File: config.mk
export PLATFORM = sky130hd
export DESIGN_NAME = vector_stream_loader
export DESIGN_NICKNAME = d
export VERILOG_FILES = /design/src/rtl/vector_stream_loader.sv
export SDC_FILE = /design/constraint.sdc
export NUM_CORES = 1
export LEC_CHECK = 0
export ABC_AREA = 1
export CAP_MARGIN = 20
export CORE_MARGIN = 2
export CORE_UTILIZATION = 45
export CTS_CLUSTER_SIZE = 30
export DETAILED_ROUTE_END_ITERATION = 7
export PLACE_DENSITY = 0.73
export REMOVE_ABC_BUFFERS = 1
export SLEW_MARGIN = 40
export SYNTH_ARGS = -nofsm -noshare
export SYNTH_HDL_FRONTEND = slang
export SYNTH_SLANG_ARGS = --single-unit
File: constraint.sdc
create_clock -name clk -period 2.1 [get_ports clk]
set_input_delay 0.42 -clock clk [delete_from_list [all_inputs] [get_ports clk]]
set_output_delay 0.42 -clock clk [all_outputs]
set_load 0.005 [all_outputs]
File: src/rtl/vector_stream_loader.sv
// Collects a signed element stream into a zeroed vector buffer, then hands it to a
// reduce ALU with a one-cycle start pulse and waits for the ALU to report done.
module vector_stream_loader #(
    parameter int BITS = 8,
    parameter int N    = 64
) (
    input  logic                   clk,
    input  logic                   rst_n,
    input  logic signed [BITS-1:0] in_data,
    input  logic                   in_valid,
    input  logic                   in_last,
    output logic                   in_ready,
    output logic signed [BITS-1:0] out_vec [N-1:0],
    output logic        [BITS-1:0] out_len,
    output logic                   start,
    input  logic                   alu_done,
    output logic                   busy,
    output logic        [15:0]     vec_count,
    output logic        [1:0]      fsm_state
);

    localparam int CW = $clog2(N + 1);
    localparam int IW = (N > 1) ? $clog2(N) : 1;

    typedef enum logic [1:0] {
        S_FILL  = 2'd0,
        S_ISSUE = 2'd1,
        S_GUARD = 2'd2,
        S_WAIT  = 2'd3
    } state_t;

    state_t        state;
    logic [CW-1:0] count;
    logic          accept;
    logic          last_beat;

    // Handshake: an element moves only on a cycle where in_valid && in_ready;
    // otherwise the producer keeps in_data/in_last stable and retries.
    assign accept    = in_valid && in_ready;
    assign last_beat = in_last || (count == CW'(N - 1));
    assign fsm_state = state;

    always_ff @(posedge clk or negedge rst_n) begin
        if (!rst_n) begin
            state     <= S_FILL;
            count     <= '0;
            out_len   <= '0;
            start     <= 1'b0;
            busy      <= 1'b0;
            in_ready  <= 1'b0;
            vec_count <= '0;
            for (int i = 0; i < N; i++) begin
                out_vec[i] <= '0;
            end
        end else begin
            case (state)
                S_FILL: begin
                    // in_ready comes up one edge after reset release, then stays up in FILL
                    in_ready <= 1'b1;
                    if (accept) begin
                        out_vec[count[IW-1:0]] <= in_data;
                        count                  <= count + CW'(1);
                        if (last_beat) begin
                            state    <= S_ISSUE;
                            start    <= 1'b1;
                            busy     <= 1'b1;
                            in_ready <= 1'b0;
                            out_len  <= BITS'(count + CW'(1));
                        end
                    end
                end
                S_ISSUE: begin
                    start <= 1'b0;
                    state <= S_GUARD;
                end
                S_GUARD: begin
                    // a done level left over from the previous operation is ignored here
                    state <= S_WAIT;
                end
                S_WAIT: begin
                    if (alu_done) begin
                        state     <= S_FILL;
                        busy      <= 1'b0;
                        in_ready  <= 1'b1;
                        count     <= '0;
                        vec_count <= vec_count + 16'd1;
                        for (int i = 0; i < N; i++) begin
                            out_vec[i] <= '0;
                        end
                    end
                end
                default: begin
                    state <= S_FILL;
                end
            endcase
        end
    end

endmodule
After elaboration in Yosys (flattened, before gate mapping)
Index checks and enable logic that the tools add are counted.
- add/subtract/negate cells: 3
- magnitude comparators: 2
- equal/unequal tests: 7
- muxes and demuxes: 22
- reductions and logical operators: 13
- operators by type and width (cell ; count):
    512-bit two-way mux ; 2
    512-bit case mux with 2 select lines ; 1
    512-bit bitwise mux ; 1
    8-bit demux with 6-bit select ; 1
    16-bit by 1-bit adder with 16-bit output, second input constant ; 1
    7-bit two-way mux ; 2
    7-bit case mux with 2 select lines ; 1
    3-bit AND reduction ; 4
    7-bit by 1-bit adder with 8-bit output, second input constant ; 1
    8-bit two-way mux ; 1
    2-bit case mux with 4 select lines ; 1
    7-bit by 1-bit adder with 7-bit output, second input constant ; 1
    7-bit by 6-bit == test with 1-bit output, second input constant ; 1
    6-bit by 7-bit less-than comparator with 1-bit output, second input constant ; 1
    6-bit by 1-bit greater-or-equal comparator with 1-bit output, second input constant ; 1
    1-bit two-way mux ; 6
    2-bit two-way mux ; 3
    2-bit inequality test, second input constant ; 3
    1-bit case mux with 2 select lines ; 3
    2-bit == test, second input constant ; 2
    2-bit AND reduction ; 2
    4-bit AND reduction ; 1
    2-bit nonzero test ; 2
    2-bit by 1-bit == test with 1-bit output, second input constant ; 1
    other kinds (3) ; 4
- flip-flop bits (word level): 548
- output and inout bits: 541

Logic depth before layout (Yosys ltp)
- word-level depth: 7
- depth in mapped cells: 12
- gate-level depth less buffers: 10

Least setup slack after synthesis
Ideal clock, no wire load.
- kind: flip-flop to flip-flop
- from: reg state[0] (netlist: fsm_state[0])
- to: reg out_vec[451] in the netlist's numbering
- setup time: 0.134 ns
- data arrival time: 1.649 ns
- required time: 1.966 ns
- slack: 0.317 ns
- stages on the path, launching flop included: 11
- buffers on the path: 2
- clock period less this slack: 1.783 ns
- cell sequence: dfrtp_1 ha_1 buf_2 nand2_2 inv_2 nor2_2 nor2_4 buf_4 nand2_1 nand2_1 o21ai_0
- longest elaborated chain between the ends: 3
- elaborated cells between the ends (all ways): 7
- those cells by class: 3 x eq/ne; 1 x mux; 3 x reduce/logical
- ends and longest elaborated chain (item ; RTL line ; source):
    start, declared ; 32 ; state_t state;
    start signal, assigned ; 45 ; state <= S_FILL;
    start signal, assigned ; 64 ; state <= S_ISSUE;
    start signal, assigned ; 74 ; state <= S_GUARD;
    2-bit == test or 2-bit zero test (tied branches) ; 56 ; case (state)
    2-bit inequality test (no source line) or 2-bit nonzero test (tied branches) ; -- ;
    3-bit AND reduction (no source line) ; -- ;
    end signal, assigned by index ; 61 ; out_vec[count[IW-1:0]] <= in_data;
    end, declared ; 13 ; output logic signed [BITS-1:0] out_vec [N-1:0],
Parallel ways exist; a longest one is shown, timed or not.
A chain may end at the register's enable or synchronous reset.

Worst setup path after layout
- from: reg out_vec[481] in the netlist's numbering
- to: out out_vec[481] in the netlist's numbering
No word-level cell between the ends.

==> impl_metrics.toml <==
[outcome]
status = "completed"

[synthesis]
ys_seq_elements = 548
syn_inst = 2270
ys_seq_area_share_pct = 64.8
synth.cell_area_um2 = 21100
avgSynthCellArea_um2 = 9.32
yosys_warnings = 0
ys_types = 26

[worst_setup_path]
max_stage_delay_ps = 650
cp_cell_sequence = "clkdlybuf4s50_1"
crit_buf_inv = 1
worst_ep_arrival_time_ps = 1630
crit_required_ps = 1680
crit_end = "out_vec[481]"
end_kind = "output port"
timing.rr.start = "fsm_state[1]$_DFFE_PN0P_"
reg2reg_depth = 12
cp_top_family = "buffers and inverters"
path_class = "reg -> out"
worst-path-stages = 1
cp-startpoint = "out_vec[481]$_DFFE_PN0P_"
path_max_fanout = 2
rrSetupSlack_ps = 120
r2r_end = "out_vec[23]$_DFFE_PN0P_"
cp-start-kind = "flip-flop"
slowest_stage = "clkdlybuf4s50_1"

[power_and_ir_drop]
clockPowerShare_pct = 32.5
power.internal_mw = 21.1
seq_power_share_pct = 39.5
p_sw_mw = 10.1
swShare_pct = 32.2
ir_drop_mv = 0.726
combPwrFrac_pct = 27.9
power_density_nw_per_um2 = 1030
leakagePower_nw = 14.7

[die]
die_x_um = 221
ioPinCount = 554
rows = 79
die_area_um2 = 48700
start_util_pct = 45.5
core_um2 = 46500
die_height_um = 221

[layout]
drive_gt1_share_pct = 11.3
fillers = 3707
instances_no_fill = 3590
final_util_pct = 65.5
area_growth_pct = 43.8
layout_common_cells = "1129 x nand2_1, 548 x dfrtp_1, 546 x clkdlybuf4s50_1, 246 x o21ai_0, 100 x buf_4"
final_common_cell = "nand2_1"
diodes = 0
nets = 2960

[routing]
antenna_left = 0
vias = 19039
drt-total-wl_um = 77200
via_per_inst = 5.30
drc = 0
dr.first_iter.drc_count = 1625
drtPass1Iterations = 7
wl_per_cell_um = 21.5

[global_route]
grt_pass1_wl_um = 114000
grt-ovfl-total = 0
grt_max_degree = 73
grt_pass1_vias = 18906
antenna_found_initial = 6
grtUsageTotal_pct = 31.4

[sta]
fmax_mhz = 488
fin_crit_ps = 2050
skew_ps = 16.0
period_share_pct = 97.5
tns_ps = 0
drv_slew = 0
rsz0062_at_grt = "yes"
layout_setup_ws_ps = 52.6
relSlewSlack_pct = 58.2
hold_viol = 0
hold_slack_ps = 348
setup_viol = 0
tightest_slew_ps = 626

[clock_tree]
cts_sinks = 548
htreeDepth = 2
cts_root_buf = "clkbuf_16"
cts.path.max_buffers = 3
clk_latency_ps = 610
cts_tree = "built"
cts_buffers = 55
cts.reportedPaths.clkPinSlew_ps = 60

[place]
hpwl_um = 54200
dp_slack_ps = -115
io_buffers = 553
place_inst = 3485
routabilityCongestion = 0.881

[min_path]
hold_path.class = "in -> async"

[run]
cap_viol_max_count = 0
## cell type report
cell class | instances | area [um^2] | area share, %
clock buffers | 81 | 1660 | 5.44
clock inverters | 18 | 219 | 0.720
inverters | 62 | 233 | 0.765
multi-input cells | 1591 | 6940 | 22.8
flip-flops and latches | 548 | 13700 | 45.1
well taps | 607 | 759 | 2.50
repair buffers | 683 | 6890 | 22.7
## flip-flops by register name, summed over array words and instances, names as in the netlist
| signal | cells |
|---|---|
| out_vec | 512 |
| vec_count | 16 |
| out_len | 8 |
| count | 7 |
| fsm_state | 2 |
| busy | 1 |
| in_ready | 1 |
| start | 1 |
## worst min path at each step
| stage | endpoint | slack (ps) | depth (start not counted) |
|---|---|---|---|
| finish | out_vec[119]$_DFFE_PN0P_ | 350 | 2 |
| global route | out_vec[119]$_DFFE_PN0P_ | 390 | 2 |
| CTS | out_vec[119]$_DFFE_PN0P_ | 360 | 2 |
| detailed placement | out_vec[119]$_DFFE_PN0P_ | 410 | 1 |
| global placement | out_vec[119]$_DFFE_PN0P_ | 410 | 1 |
| floorplan | busy$_DFFE_PN0P_ | 120 | 0 |
## per-stage QoR
stage               instance area, um^2  power (mW)
floorplan                         20800        15.5
global placement                  28400        20.6
detailed placement                28400        20.8
CTS                               30300        30.9
global route                      30400        32.5
finish                            30400        31.2
## cells by family after synthesis
| group | synth area share (%) |
|---|---|
| AND/OR/NAND/NOR | 23.3 |
| flip-flops | 64.8 |
| AO/OA/AOI/OAI | 8.27 |
| buffers and inverters | 2.63 |
| XOR/XNOR | 0.621 |
| adder cells (fa/ha/maj) | 0.355 |
## synthesized netlist by cell type
cell	number	share of area, %
nand2_2	19	0.56
o22ai_1	4	0.12
nor2_4	2	0.11
inv_2	8	0.14
xor2_1	10	0.41
o21ai_2	39	1.6
o21ai_0	246	5.8
clkbuf_1	34	0.60
nor3_1	2	0.047
o21ai_1	30	0.71
buf_1	1	0.018
clkinv_1	1	0.018
ha_1	6	0.35
nand3_1	18	0.43
nor2_2	29	0.86
nand2_1	1136	20
nand3b_1	3	0.11
inv_1	53	0.94
dfrtp_1	548	65
nand3_2	6	0.28
xnor2_1	5	0.21
nand4_1	5	0.15
or2_2	2	0.059
buf_2	25	0.59
nor2_1	29	0.51
buf_4	9	0.32
## per-layer routing
layer,global-route usage [%],share of wire (%),wire length (um),up-vias
met5,0,0.087,67,-
met4,11.7,3.9,3050,12
met3,9.64,9.7,7510,177
met2,51.7,48,36800,901
met1,38.9,39,29800,9413
li1,-,-,-,8536
## what timing repair did
item	CTS	global route
hold buffers	1	0
resized for setup	6	15
endpoints found under the setup margin	30	349
cloned	0	2
pin swaps	0	1
setup buffers	1	2
hold endpoints to repair	33	0
## power by group through the flow
| stage | Sequential, mW | Combinational, mW | Clock (mW) |
|---|---|---|---|
| 3_3_place_gp | 12.5 | 8.15 | 0 |
| 2_1_floorplan | 12.4 | 3.12 | 0 |
| 5_1_grt | 12.4 | 9.36 | 10.7 |
| 4_1_cts | 12.3 | 8.35 | 10.2 |
| 6_report | 12.3 | 8.71 | 10.1 |
| 3_5_place_dp | 12.5 | 8.30 | 0 |
Power figures use the tool's default switching activity.
